--- config.mk ---
export PLATFORM = sky130hd
export DESIGN_NAME = spw_multilink_host_bridge
export DESIGN_NICKNAME = d
export VERILOG_FILES = /design/src/rtl/spw_multilink_host_bridge.sv
export SDC_FILE = /design/constraint.sdc
export NUM_CORES = 1
export LEC_CHECK = 0
export CORE_ASPECT_RATIO = 0.8
export CORE_MARGIN = 2
export CORE_UTILIZATION = 30
export CTS_BUF_LIST = sky130_fd_sc_hd__clkbuf_8
export DETAILED_ROUTE_END_ITERATION = 10
export GPL_TIMING_DRIVEN = 0
export PLACE_DENSITY = 0.49
export SLEW_MARGIN = 20
export SYNTH_ARGS = -nofsm -noshare
export SYNTH_HDL_FRONTEND = slang
export SYNTH_SLANG_ARGS = --single-unit
--- constraint.sdc ---
create_clock -name CLOCK -period 5 [get_ports CLOCK]
set_input_delay 0.75 -clock CLOCK [delete_from_list [all_inputs] [get_ports CLOCK]]
set_output_delay 0.75 -clock CLOCK [all_outputs]
set_load 0.01 [all_outputs]
--- src/rtl/spw_multilink_host_bridge.sv ---
// rtl/spw_multilink_host_bridge.sv - register-mapped host bridge serving NUM_LINKS SPW_TOP link cores
//
// Purpose: per-link control/status bank, TX FIFO drained into the core write port,
//          RX FIFO filled from the core read port, and time-code tick capture.
// Ports:
//   CLOCK, RESETn                      clock and asynchronous active-low reset
//   avs_address/write/writedata/read   host word-addressed register port (link = addr>>3, reg = addr[2:0])
//   avs_readdata, avs_rdvalid          read data and valid, one cycle after avs_read
//   irq                                interrupt (only with SPW_HB_IRQ_EN)
//   LINK_START, LINK_DISABLE, AUTOSTART, SPILL_ENABLE, TX_CLK_DIV   per-link control levels
//   CURRENTSTATE, FLAGS                per-link status from the cores
//   DATA_I, WR_DATA, TX_FULL           per-link TX write port
//   DATA_O, RD_DATA, RX_EMPTY          per-link RX read port
//   TICK_IN, TIME_IN, TICK_OUT, TIME_OUT  per-link time-code interface
// Optional feature macro: SPW_HB_IRQ_EN (IRQ mask registers and registered irq output)

module spw_multilink_host_bridge #(
  parameter int NUM_LINKS = 2,
  parameter int TX_DEPTH  = 16,
  parameter int RX_DEPTH  = 16,
  parameter int ADDR_W    = $clog2(NUM_LINKS) + 3
) (
  input  logic                     CLOCK,
  input  logic                     RESETn,
  input  logic [ADDR_W-1:0]        avs_address,
  input  logic                     avs_write,
  input  logic [31:0]              avs_writedata,
  input  logic                     avs_read,
  output logic [31:0]              avs_readdata,
  output logic                     avs_rdvalid,
  output logic                     irq,
  output logic [NUM_LINKS-1:0]     LINK_START,
  output logic [NUM_LINKS-1:0]     LINK_DISABLE,
  output logic [NUM_LINKS-1:0]     AUTOSTART,
  output logic [NUM_LINKS-1:0]     SPILL_ENABLE,
  output logic [7*NUM_LINKS-1:0]   TX_CLK_DIV,
  input  logic [3*NUM_LINKS-1:0]   CURRENTSTATE,
  input  logic [11*NUM_LINKS-1:0]  FLAGS,
  output logic [9*NUM_LINKS-1:0]   DATA_I,
  output logic [NUM_LINKS-1:0]     WR_DATA,
  input  logic [NUM_LINKS-1:0]     TX_FULL,
  input  logic [9*NUM_LINKS-1:0]   DATA_O,
  output logic [NUM_LINKS-1:0]     RD_DATA,
  input  logic [NUM_LINKS-1:0]     RX_EMPTY,
  output logic [NUM_LINKS-1:0]     TICK_IN,
  output logic [8*NUM_LINKS-1:0]   TIME_IN,
  input  logic [NUM_LINKS-1:0]     TICK_OUT,
  input  logic [8*NUM_LINKS-1:0]   TIME_OUT
);

  localparam int TXP_W = $clog2(TX_DEPTH);
  localparam int RXP_W = $clog2(RX_DEPTH);
  localparam logic [TXP_W:0] TX_FULL_LVL = (TXP_W+1)'(TX_DEPTH);
  localparam logic [RXP_W:0] RX_FULL_LVL = (RXP_W+1)'(RX_DEPTH);

  typedef enum logic [1:0] {TX_IDLE = 2'd0, TX_WRITE = 2'd1, TX_HOLD = 2'd2} tx_state_e;
  typedef enum logic [1:0] {RX_IDLE = 2'd0, RX_REQ = 2'd1, RX_CAP = 2'd2} rx_state_e;

  // Per-link state
  logic [10:0]      ctrl_q      [NUM_LINKS];
  logic [10:0]      ctrl_d      [NUM_LINKS];
  tx_state_e        tx_state_q  [NUM_LINKS];
  tx_state_e        tx_state_d  [NUM_LINKS];
  rx_state_e        rx_state_q  [NUM_LINKS];
  rx_state_e        rx_state_d  [NUM_LINKS];
  logic [TXP_W-1:0] tx_wptr_q   [NUM_LINKS];
  logic [TXP_W-1:0] tx_wptr_d   [NUM_LINKS];
  logic [TXP_W-1:0] tx_rptr_q   [NUM_LINKS];
  logic [TXP_W-1:0] tx_rptr_d   [NUM_LINKS];
  logic [TXP_W:0]   tx_lvl_q    [NUM_LINKS];
  logic [TXP_W:0]   tx_lvl_d    [NUM_LINKS];
  logic [RXP_W-1:0] rx_wptr_q   [NUM_LINKS];
  logic [RXP_W-1:0] rx_wptr_d   [NUM_LINKS];
  logic [RXP_W-1:0] rx_rptr_q   [NUM_LINKS];
  logic [RXP_W-1:0] rx_rptr_d   [NUM_LINKS];
  logic [RXP_W:0]   rx_lvl_q    [NUM_LINKS];
  logic [RXP_W:0]   rx_lvl_d    [NUM_LINKS];
  logic [7:0]       time_in_q   [NUM_LINKS];
  logic [7:0]       time_in_d   [NUM_LINKS];
  logic [7:0]       time_cap_q  [NUM_LINKS];
  logic [7:0]       time_cap_d  [NUM_LINKS];
  logic [NUM_LINKS-1:0] tx_ovf_q, tx_ovf_d, rx_udf_q, rx_udf_d;
  logic [NUM_LINKS-1:0] tick_seen_q, tick_seen_d, tick_in_q, tick_in_d;
  logic [31:0]      rd_data_q, rd_data_d;
  logic             rd_valid_q, rd_valid_d;

  // FIFO storage carries no reset; emptiness is defined by the pointers and levels
  logic [8:0] tx_mem [NUM_LINKS][TX_DEPTH];
  logic [8:0] rx_mem [NUM_LINKS][RX_DEPTH];

  // Access decode and FIFO strobes
  logic [NUM_LINKS-1:0] link_hit, ctrl_wr, st_rd, tx_wr, rx_rd, time_wr, mask_wr;
  logic [NUM_LINKS-1:0] tx_push, tx_pop, rx_push, rx_pop;

  function automatic logic [4:0] sat5(input logic [31:0] v);
    return (v > 32'd31) ? 5'd31 : v[4:0];
  endfunction

  always_comb begin
    link_hit = '0; ctrl_wr = '0; st_rd = '0; tx_wr = '0; rx_rd = '0;
    time_wr = '0; mask_wr = '0; tx_push = '0; tx_pop = '0; rx_push = '0; rx_pop = '0;
    for (int l = 0; l < NUM_LINKS; l++) begin
      // Link indices >= NUM_LINKS never match, so those accesses read 0 and writes drop
      link_hit[l] = ((avs_address >> 3) == ADDR_W'(l));
      ctrl_wr[l]  = avs_write && link_hit[l] && (avs_address[2:0] == 3'd0);
      st_rd[l]    = avs_read  && link_hit[l] && (avs_address[2:0] == 3'd1);
      tx_wr[l]    = avs_write && link_hit[l] && (avs_address[2:0] == 3'd2);
      rx_rd[l]    = avs_read  && link_hit[l] && (avs_address[2:0] == 3'd3);
      time_wr[l]  = avs_write && link_hit[l] && (avs_address[2:0] == 3'd4);
      mask_wr[l]  = avs_write && link_hit[l] && (avs_address[2:0] == 3'd5);
      tx_push[l]  = tx_wr[l] && (tx_lvl_q[l] != TX_FULL_LVL);
      tx_pop[l]   = (tx_state_q[l] == TX_WRITE) && (tx_lvl_q[l] != '0);
      rx_push[l]  = (rx_state_q[l] == RX_CAP) && (rx_lvl_q[l] != RX_FULL_LVL);
      rx_pop[l]   = rx_rd[l] && (rx_lvl_q[l] != '0);
    end
  end

`ifdef SPW_HB_IRQ_EN
  logic [2:0] irq_mask_q [NUM_LINKS];
  logic [2:0] irq_mask_d [NUM_LINKS];
  logic       irq_q, irq_d;
`endif

  always_comb begin
    ctrl_d = ctrl_q; tx_state_d = tx_state_q; rx_state_d = rx_state_q;
    tx_wptr_d = tx_wptr_q; tx_rptr_d = tx_rptr_q; tx_lvl_d = tx_lvl_q;
    rx_wptr_d = rx_wptr_q; rx_rptr_d = rx_rptr_q; rx_lvl_d = rx_lvl_q;
    time_in_d = time_in_q; time_cap_d = time_cap_q;
    tx_ovf_d = tx_ovf_q; rx_udf_d = rx_udf_q; tick_seen_d = tick_seen_q;
    tick_in_d = time_wr;
    rd_valid_d = avs_read;
    rd_data_d = '0;
    LINK_START = '0; LINK_DISABLE = '0; AUTOSTART = '0; SPILL_ENABLE = '0;
    TX_CLK_DIV = '0; DATA_I = '0; WR_DATA = '0; RD_DATA = '0; TICK_IN = '0; TIME_IN = '0;
`ifdef SPW_HB_IRQ_EN
    irq_mask_d = irq_mask_q;
    irq_d = 1'b0;
`endif
    for (int l = 0; l < NUM_LINKS; l++) begin
      if (ctrl_wr[l]) ctrl_d[l] = avs_writedata[10:0];
      LINK_START[l]          = ctrl_q[l][0];
      LINK_DISABLE[l]        = ctrl_q[l][1];
      AUTOSTART[l]           = ctrl_q[l][2];
      TX_CLK_DIV[7*l +: 7]   = ctrl_q[l][9:3];
      SPILL_ENABLE[l]        = ctrl_q[l][10];

      // TX FIFO bookkeeping
      if (tx_push[l]) tx_wptr_d[l] = tx_wptr_q[l] + TXP_W'(1);
      if (tx_pop[l])  tx_rptr_d[l] = tx_rptr_q[l] + TXP_W'(1);
      tx_lvl_d[l] = tx_lvl_q[l] + (TXP_W+1)'(tx_push[l]) - (TXP_W+1)'(tx_pop[l]);

      // TX drain: HOLD gives TX_FULL a cycle to reflect the previous write, then
      // chains straight into the next WRITE so the port runs at 1 word / 2 cycles
      case (tx_state_q[l])
        TX_IDLE:  if (tx_lvl_q[l] != '0 && !TX_FULL[l]) tx_state_d[l] = TX_WRITE;
        TX_WRITE: begin
          WR_DATA[l]        = 1'b1;
          DATA_I[9*l +: 9]  = tx_mem[l][tx_rptr_q[l]];
          tx_state_d[l]     = TX_HOLD;
        end
        TX_HOLD:  tx_state_d[l] = (tx_lvl_q[l] != '0 && !TX_FULL[l]) ? TX_WRITE : TX_IDLE;
        default:  tx_state_d[l] = TX_IDLE;
      endcase

      // RX FIFO bookkeeping
      if (rx_push[l]) rx_wptr_d[l] = rx_wptr_q[l] + RXP_W'(1);
      if (rx_pop[l])  rx_rptr_d[l] = rx_rptr_q[l] + RXP_W'(1);
      rx_lvl_d[l] = rx_lvl_q[l] + (RXP_W+1)'(rx_push[l]) - (RXP_W+1)'(rx_pop[l]);

      // RX fill: one read in flight at a time, so a free slot at IDLE is enough
      case (rx_state_q[l])
        RX_IDLE: if (!RX_EMPTY[l] && rx_lvl_q[l] != RX_FULL_LVL) rx_state_d[l] = RX_REQ;
        RX_REQ: begin
          RD_DATA[l]    = 1'b1;
          rx_state_d[l] = RX_CAP;
        end
        RX_CAP:  rx_state_d[l] = RX_IDLE;
        default: rx_state_d[l] = RX_IDLE;
      endcase

      // Sticky bits: a new event in the read-clear cycle wins
      tx_ovf_d[l]    = (tx_wr[l] && tx_lvl_q[l] == TX_FULL_LVL) || (tx_ovf_q[l] && !st_rd[l]);
      rx_udf_d[l]    = (rx_rd[l] && rx_lvl_q[l] == '0) || (rx_udf_q[l] && !st_rd[l]);
      tick_seen_d[l] = TICK_OUT[l] || (tick_seen_q[l] && !st_rd[l]);

      if (time_wr[l])  time_in_d[l]  = avs_writedata[7:0];
      if (TICK_OUT[l]) time_cap_d[l] = TIME_OUT[8*l +: 8];
      TICK_IN[l]         = tick_in_q[l];
      TIME_IN[8*l +: 8]  = time_in_q[l];

`ifdef SPW_HB_IRQ_EN
      if (mask_wr[l]) irq_mask_d[l] = avs_writedata[2:0];
      irq_d = irq_d | (|(irq_mask_q[l] & {tick_seen_q[l], tx_lvl_q[l] == '0, rx_lvl_q[l] != '0}));
`endif

      if (avs_read && link_hit[l]) begin
        case (avs_address[2:0])
          3'd0: rd_data_d = {21'd0, ctrl_q[l]};
          3'd1: rd_data_d = {5'd0, tick_seen_q[l], rx_udf_q[l], tx_ovf_q[l],
                             sat5(32'(rx_lvl_q[l])), sat5(32'(tx_lvl_q[l])),
                             FLAGS[11*l +: 11], CURRENTSTATE[3*l +: 3]};
          3'd3: rd_data_d = (rx_lvl_q[l] == '0) ? 32'h8000_0000 : {23'd0, rx_mem[l][rx_rptr_q[l]]};
          3'd4: rd_data_d = {24'd0, time_cap_q[l]};
`ifdef SPW_HB_IRQ_EN
          3'd5: rd_data_d = {29'd0, irq_mask_q[l]};
`endif
          default: rd_data_d = '0;
        endcase
      end
    end
  end

  always_ff @(posedge CLOCK) begin
    for (int l = 0; l < NUM_LINKS; l++) begin
      if (tx_push[l]) tx_mem[l][tx_wptr_q[l]] <= avs_writedata[8:0];
      if (rx_push[l]) rx_mem[l][rx_wptr_q[l]] <= DATA_O[9*l +: 9];
    end
  end

  always_ff @(posedge CLOCK or negedge RESETn) begin
    if (!RESETn) begin
      for (int l = 0; l < NUM_LINKS; l++) begin
        ctrl_q[l]     <= 11'h008;
        tx_state_q[l] <= TX_IDLE;
        rx_state_q[l] <= RX_IDLE;
        tx_wptr_q[l]  <= '0;
        tx_rptr_q[l]  <= '0;
        tx_lvl_q[l]   <= '0;
        rx_wptr_q[l]  <= '0;
        rx_rptr_q[l]  <= '0;
        rx_lvl_q[l]   <= '0;
        time_in_q[l]  <= '0;
        time_cap_q[l] <= '0;
      end
      tx_ovf_q    <= '0;
      rx_udf_q    <= '0;
      tick_seen_q <= '0;
      tick_in_q   <= '0;
      rd_data_q   <= '0;
      rd_valid_q  <= 1'b0;
    end else begin
      ctrl_q      <= ctrl_d;
      tx_state_q  <= tx_state_d;
      rx_state_q  <= rx_state_d;
      tx_wptr_q   <= tx_wptr_d;
      tx_rptr_q   <= tx_rptr_d;
      tx_lvl_q    <= tx_lvl_d;
      rx_wptr_q   <= rx_wptr_d;
      rx_rptr_q   <= rx_rptr_d;
      rx_lvl_q    <= rx_lvl_d;
      time_in_q   <= time_in_d;
      time_cap_q  <= time_cap_d;
      tx_ovf_q    <= tx_ovf_d;
      rx_udf_q    <= rx_udf_d;
      tick_seen_q <= tick_seen_d;
      tick_in_q   <= tick_in_d;
      rd_data_q   <= rd_data_d;
      rd_valid_q  <= rd_valid_d;
    end
  end

`ifdef SPW_HB_IRQ_EN
  always_ff @(posedge CLOCK or negedge RESETn) begin
    if (!RESETn) begin
      for (int l = 0; l < NUM_LINKS; l++) irq_mask_q[l] <= '0;
      irq_q <= 1'b0;
    end else begin
      irq_mask_q <= irq_mask_d;
      irq_q      <= irq_d;
    end
  end
  assign irq = irq_q;
  logic unused_ok;
  assign unused_ok = ^avs_writedata[31:11];
`else
  assign irq = 1'b0;
  logic unused_ok;
  assign unused_ok = ^{avs_writedata[31:11], mask_wr};
`endif

  assign avs_readdata = rd_data_q;
  assign avs_rdvalid  = rd_valid_q;

endmodule
-- After elaboration in Yosys (flattened, before gate mapping)
Memories as Yosys holds them, arrays and structs flattened.
Index checks and enable logic that the tools add are counted.
W data, S select, Z words.
- register bits: 155
- memory bits (writable): 576
- memories kept: 2
- memory list (name ; words ; bits a word ; read ports ; clocked after memory_dff ; wr ports ; line ; RTL):
    rx_mem ; 2 ; 144 ; 2 ; 0 ; 2 ; 89 ; logic [8:0] rx_mem [NUM_LINKS][RX_DEPTH];
    tx_mem ; 2 ; 144 ; 2 ; 0 ; 1 ; 88 ; logic [8:0] tx_mem [NUM_LINKS][TX_DEPTH];
- $add $sub $neg: 16
- magnitude comparators: 12
- eq/ne operators: 22
- mux-type cells: 53
- bitwise logic cells: 8
- reduce and logical (&&, ||, !) cells: 65
- operators with widths (cell ; number):
    $mux W144 ; 6
    $pmux W32 S4 ; 2
    $bmux W9 S4 ; 4
    $demux W9 S4 ; 4
    $reduce_or A144 Y1 ; 1
    $mux W32 ; 4
    $mux W9 ; 14
    $ge A5 B5 Y1 const B ; 8
    $logic_and A1 B1 Y1 ; 40
    $not A4 Y5 ; 8
    $add A4 B1 Y4 const B ; 8
    $add A5 B1 Y5 ; 4
    $lt A5 B1 Y1 const B ; 4
    $ne A5 B5 Y1 const B ; 4
    $reduce_bool A5 Y1 ; 4
    $sub A5 B1 Y5 ; 4
    $pmux W2 S3 ; 2
    $mux W1 ; 11
    $eq A5 B5 Y1 const B ; 2
    $logic_not A5 Y1 ; 2
    $eq A2 B1 Y1 const B ; 4
    $eq A2 B2 Y1 const B ; 4
    $logic_not A2 Y1 ; 4
    $mux W2 ; 4
    9 further kinds ; 24

-- Longest topological paths before layout
- depth after elaboration: 8
- depth in mapped cells: 14
- depth with buffers taken out: 14

-- Least setup slack after synthesis
OpenSTA, ideal clock, no wires.
- path kind: input to register
- start point: input port avs_address[0]
- end point: register tx_lvl_q[4] (netlist name)
- library setup time: 0.123 ns
- arrival time: 2.871 ns
- data required time: 4.877 ns
- slack: 2.006 ns
- stages on the path: 13
- path buffers: 2
- cell sequence: clkbuf_1 nor4bb_1 and3_1 buf_2 inv_1 ha_1 inv_1 ha_1 fa_1 a21oi_1 nor2_1 nor2_1 xnor2_1
- RTL lines (what ; line ; RTL):
    from (decl) ; 25 ; input logic [ADDR_W-1:0] avs_address,
    to (signal assigned) ; 247 ; tx_lvl_q <= tx_lvl_d;
    to (decl) ; 70 ; logic [TXP_W:0] tx_lvl_q [NUM_LINKS];

-- Worst setup path in the final report
- start point: register tx_rptr_q[5] (netlist name)
- end point: output port DATA_I[0]
- word-level cells in the longest chain between the ends: 5
- ends and longest elaborated chain (what ; line ; RTL):
    from (decl) ; 68 ; logic [TXP_W-1:0] tx_rptr_q [NUM_LINKS];
    from (signal assigned) ; 246 ; tx_rptr_q <= tx_rptr_d;
    $not A4 Y5 (implied by the code) ; 158 ; DATA_I[9*l +: 9] = tx_mem[l][tx_rptr_q[l]];
    $bmux W9 S4 ; 158 ;
    $mux W9 (implied by the code) (2 in a row) ; 158 ;
    $mux W9 ; 154 ; case (tx_state_q[l])
    to (decl) ; 39 ; output logic [9*NUM_LINKS-1:0] DATA_I,
No other way between the ends. The select of a mux whose other input is x is not followed.

==> results.md <==
- Status: completed
- Area leader, netlist: edfxtp_1
- Critical path's slowest cell: buf_1
- Detailed Place HPWL: between 50000 and 60000 µm
- Synth warnings: 0
- CTS tree: built
- Seq cells post-synth: 727
- CP Capture Type: primary output
- CP peak stage delay: ~640 ps
- Initial Util: a little under a third
- Main synth FF type: edfxtp_1
- Syn avg cell area: between 15 and 20 µm²
- Synth top area cells: edfxtp_1 (59%), dfrtp_1 (13%), mux4_2 (12%)
- Placed Area: between 0.03 and 0.04 mm²
- Combinational power share: 27.8%
- Chip Width: between 300 and 400 µm
- Post-synth EDFFs: 576
- RR Endpoint: rx_lvl_q[4]
- Reg power frac: 43.3%
- Worst-path maximum fanout: 10
- Reg2reg path depth: 13
- Final Wtd Congestion: 0.774
- Net switching power: between 5 and 6 mW
- Sink count of the clock tree: 727
- Worst-Skew Late Latency: around 740 ps
- ANT nets after route: 0
- RR Startpoint: rx_lvl_q[2]
- Tcrit/Tclk final: 88.4%
- Worst path arrival time: ~3700 ps
- Mapped Cells: between 1.5k and 2k
- Longest Clk Path Bufs: 3
- Port bufs: between 150 and 200
- Post-synthesis sequential area ratio: a little under three quarters
- GR peak layer: met2
- Drt via density: 4.76
- DRT Wirelength: around 79000 µm
- Final Max Tran Viols: 0
- H-Tree Depth: 3
- GRT Total Usage: between 10% and 20%
- First drt pass iteration count: 5
- Final hold viol count: 0
- Nets: ~2.0k
- Die height: 284 µm
- R2r setup slk: roughly 1600 ps
- RSZ-0062 raised after global routing: false
- DRC viols: 0
- WHS Endpoint: tx_mem[0][30]
- Placed insts: 3018
- Post-Layout Cell Count: 3237
- Multi-input gate area: about 0.008 mm²
- Met3 usage in global routing: between 4 and 5%
- Required @ worst endpoint: between 4000 and 5000 ps
- Register Area: 0.0211 mm²
- # fillers: 9122
- DIE AREA: ~0.1 mm²
- Post-synth top area share: between 50% and 60%
- WL/cell: 24.5 µm
- Critical path class: flop to primary output
- Min-Delay Path Depth: 1
- Worst Hold Launch: avs_writedata[3]
- I/O Pins: between 200 and 250
- Root buffer cell: clkbuf_8
- Final setup violation count: 0
- Worst Tran Pin Value: approximately 1100 ps
- Largest net degree at the start of global routing: between 70 and 80
- Worst Hold Class: primary input to flop
- Max VDD drop: approximately 220 µV
- Switching Fraction: between 30% and 40%
- Total power: ~17 mW
- Final std cell area, no fill: 0.0353 mm²
- Drt initial violations: about 1.3k
- Worst Path Buf+Inv: 3
- Cell Area, Synth: ~0.03 mm²
- Core area: roughly 0.097 mm²
- Clock skew: 32.5 ps
- Max_cap viols: 0
- PwrDens: 481 mW/mm²
- Max_slew headroom: around a quarter
- Int Power: ~12 mW
- Layout cells sized above 1: a little under a quarter
- GR Util met2: 23.8%
- Most frequent CP cell: mux4_2
- Clock share of power: between 20 and 30%
- Worst-path cell chain: buf_2 > buf_1 > mux4_2 > mux4_2 > and2_1 > clkdlybuf4s50_1
- CTS Buf Count: 117
- Pleak: 12.3 nW
- Routed via count: 15.4k
- Vias in the first global route: between 15k and 20k
- Setup crit start kind: flop
- Initial antenna violation count: 5
- Unique masters post-synth: 55
- Tmin final: around 4400 ps
- Met1 Use GR: approximately 23%
- Clock transition at the registers of the reported paths: roughly 60 ps
- Row count: around 100
- Async SR Flop Fraction: approximately 21%
- Area Overhead vs Synth: 20.0%
- First-pass GRT wire length: roughly 110000 µm
- Max Fclk: 226 MHz
- Worst path top cell family by delay: buffers and inverters
- Grt ovf: 0
registers in the layout (all words and copies together), names as in the netlist, 4 cells and up:
signal / cells
TIME_IN: 16
avs_readdata: 28
tx_wptr_q: 8
rx_state_q: 4
rx_rptr_q: 8
tx_mem: 288
tx_rptr_q: 8
rx_lvl_q: 10
time_cap_q: 16
tx_state_q: 4
rx_mem: 288
TX_CLK_DIV: 14
rx_wptr_q: 8
tx_lvl_q: 10
kinds of logic (layout without fill, tap and decap cells):
logic type | after synthesis | count (layout) | synth area share [%]
compound gates | 90 | 90 | 2.25
fa+ha+maj | 48 | 48 | 2.14
other cells | 1 | 7 | 0.0128
xor+xnor | 40 | 40 | 1.19
simple gates | 232 | 232 | 4.25
flops | 727 | 727 | 71.7
buf+inv | 123 | 529 | 2.03
mux | 264 | 264 | 16.4
what timing repair did:
item	CTS	global route
gates resized for setup	0	0
hold buffers	1	0
hold endpoints to repair	13	0
buffers inserted	0	0
cell type report:
type	instances	share of cell area (%)
sequential	727	59.7
multi-input combinational	679	22.1
timing repair buffer	190	5.60
clock buffer	123	4.80
tap	1300	4.61
clock inverter	93	1.44
buffer	77	1.21
inverter	46	0.489
antenna	2	0.0142
cell usage in the layout, fill, tap and decap left out, types with 8 or more instances in the layout:
cell type,count
edfxtp_1,576
nand4_1,11
mux4_1,13
nand2_1,41
nor2b_1,16
o22ai_1,8
clkinv_1,23
nand2b_1,9
mux2i_1,41
buf_1,19
buf_12,8
ha_1,44
xor2_1,12
a2bb2oi_1,16
buf_6,11
a21oi_1,19
nor2_1,57
clkbuf_1,24
a2111o_1,8
and2_1,51
mux2_2,58
buf_4,13
buf_2,24
dfrtp_1,149
clkdlybuf4s50_1,163
nor3_2,9
a22oi_1,18
mux4_2,152
clkbuf_8,123
clkinv_2,23
inv_1,84
xnor2_1,28
metal layers:
metal | up-vias | wire length, µm
met3 | 118 | 5670
li1 | 6664 | -
met1 | 8168 | 36400
met2 | 456 | 35900
met4 | 4 | 1470
met5 | - | 23
per-stage QoR:
step	hold slack [ps]	worst slack (ps)	util (%)	TNS (ps)
2_1_floorplan	403	2010	-	0
3_3_place_gp	415	-4100	33.8	-609160
3_5_place_dp	425	506	34.1	0
4_1_cts	217	456	36.4	0
5_1_grt	245	419	36.4	0
6_report	293	579	36.4	0
power by group through the flow:
| stage | sequential (mW) | combinational [mW] | clock [mW] |
|---|---|---|---|
| final | 7.34 | 4.71 | 4.91 |
| after global routing | 7.39 | 5.13 | 5.33 |
| after CTS | 7.34 | 4.83 | 5.04 |
| after detailed placement | 7.46 | 4.80 | 0 |
| after global placement | 7.45 | 4.69 | 0 |
| after floorplan | 7.38 | 3.11 | 0 |
how the worst max path moves through the flow:
stage / from / end / slack [ps] / cells after the start
after floorplan: avs_address[0] / tx_lvl_q[4] / 2010 / 13
after global placement: RESETn / avs_readdata[2] / -4100 / 1
after detailed placement: avs_address[3] / tx_lvl_q[4] / 510 / 13
after CTS: tx_rptr_q[1] / DATA_I[16] / 460 / 6
after global routing: tx_rptr_q[1] / DATA_I[16] / 420 / 6
final: tx_rptr_q[5] / DATA_I[0] / 580 / 6
cells in the mapped netlist, types with 4 or more instances:
master and number:
ha_1 44, o21ai_0 7, o22ai_1 8, mux2_2 58, a2bb2oi_1 16, mux4_1 13
clkbuf_1 24, edfxtp_1 576, mux2i_1 41, fa_1 4, a21oi_1 19, buf_4 9
nor2b_1 16, nand4_1 11, xnor2_1 28, xor2_1 12, nor3b_1 5, and3_1 4
and2_1 51, buf_1 19, inv_1 46, a22oi_1 18, nand2b_1 9, nor3_1 15
a2111o_1 8, dfrtp_1 149, a21o_1 7, buf_6 9, nand2_1 41, mux4_2 152
buf_2 15, nor2_1 59
worst register-to-register path, cell delays in order (launching register included):
cell      delay, ps
dfrtp_1         400
inv_1            90
ha_1            160
nor4bb_2        870
nor3b_2         320
inv_1           200
ha_1            150
inv_1            40
ha_1            190
fa_1            400
a21oi_1         160
nor2_1           50
nor2_1          120
xnor2_1         120
(Power assumes the default switching activity.)
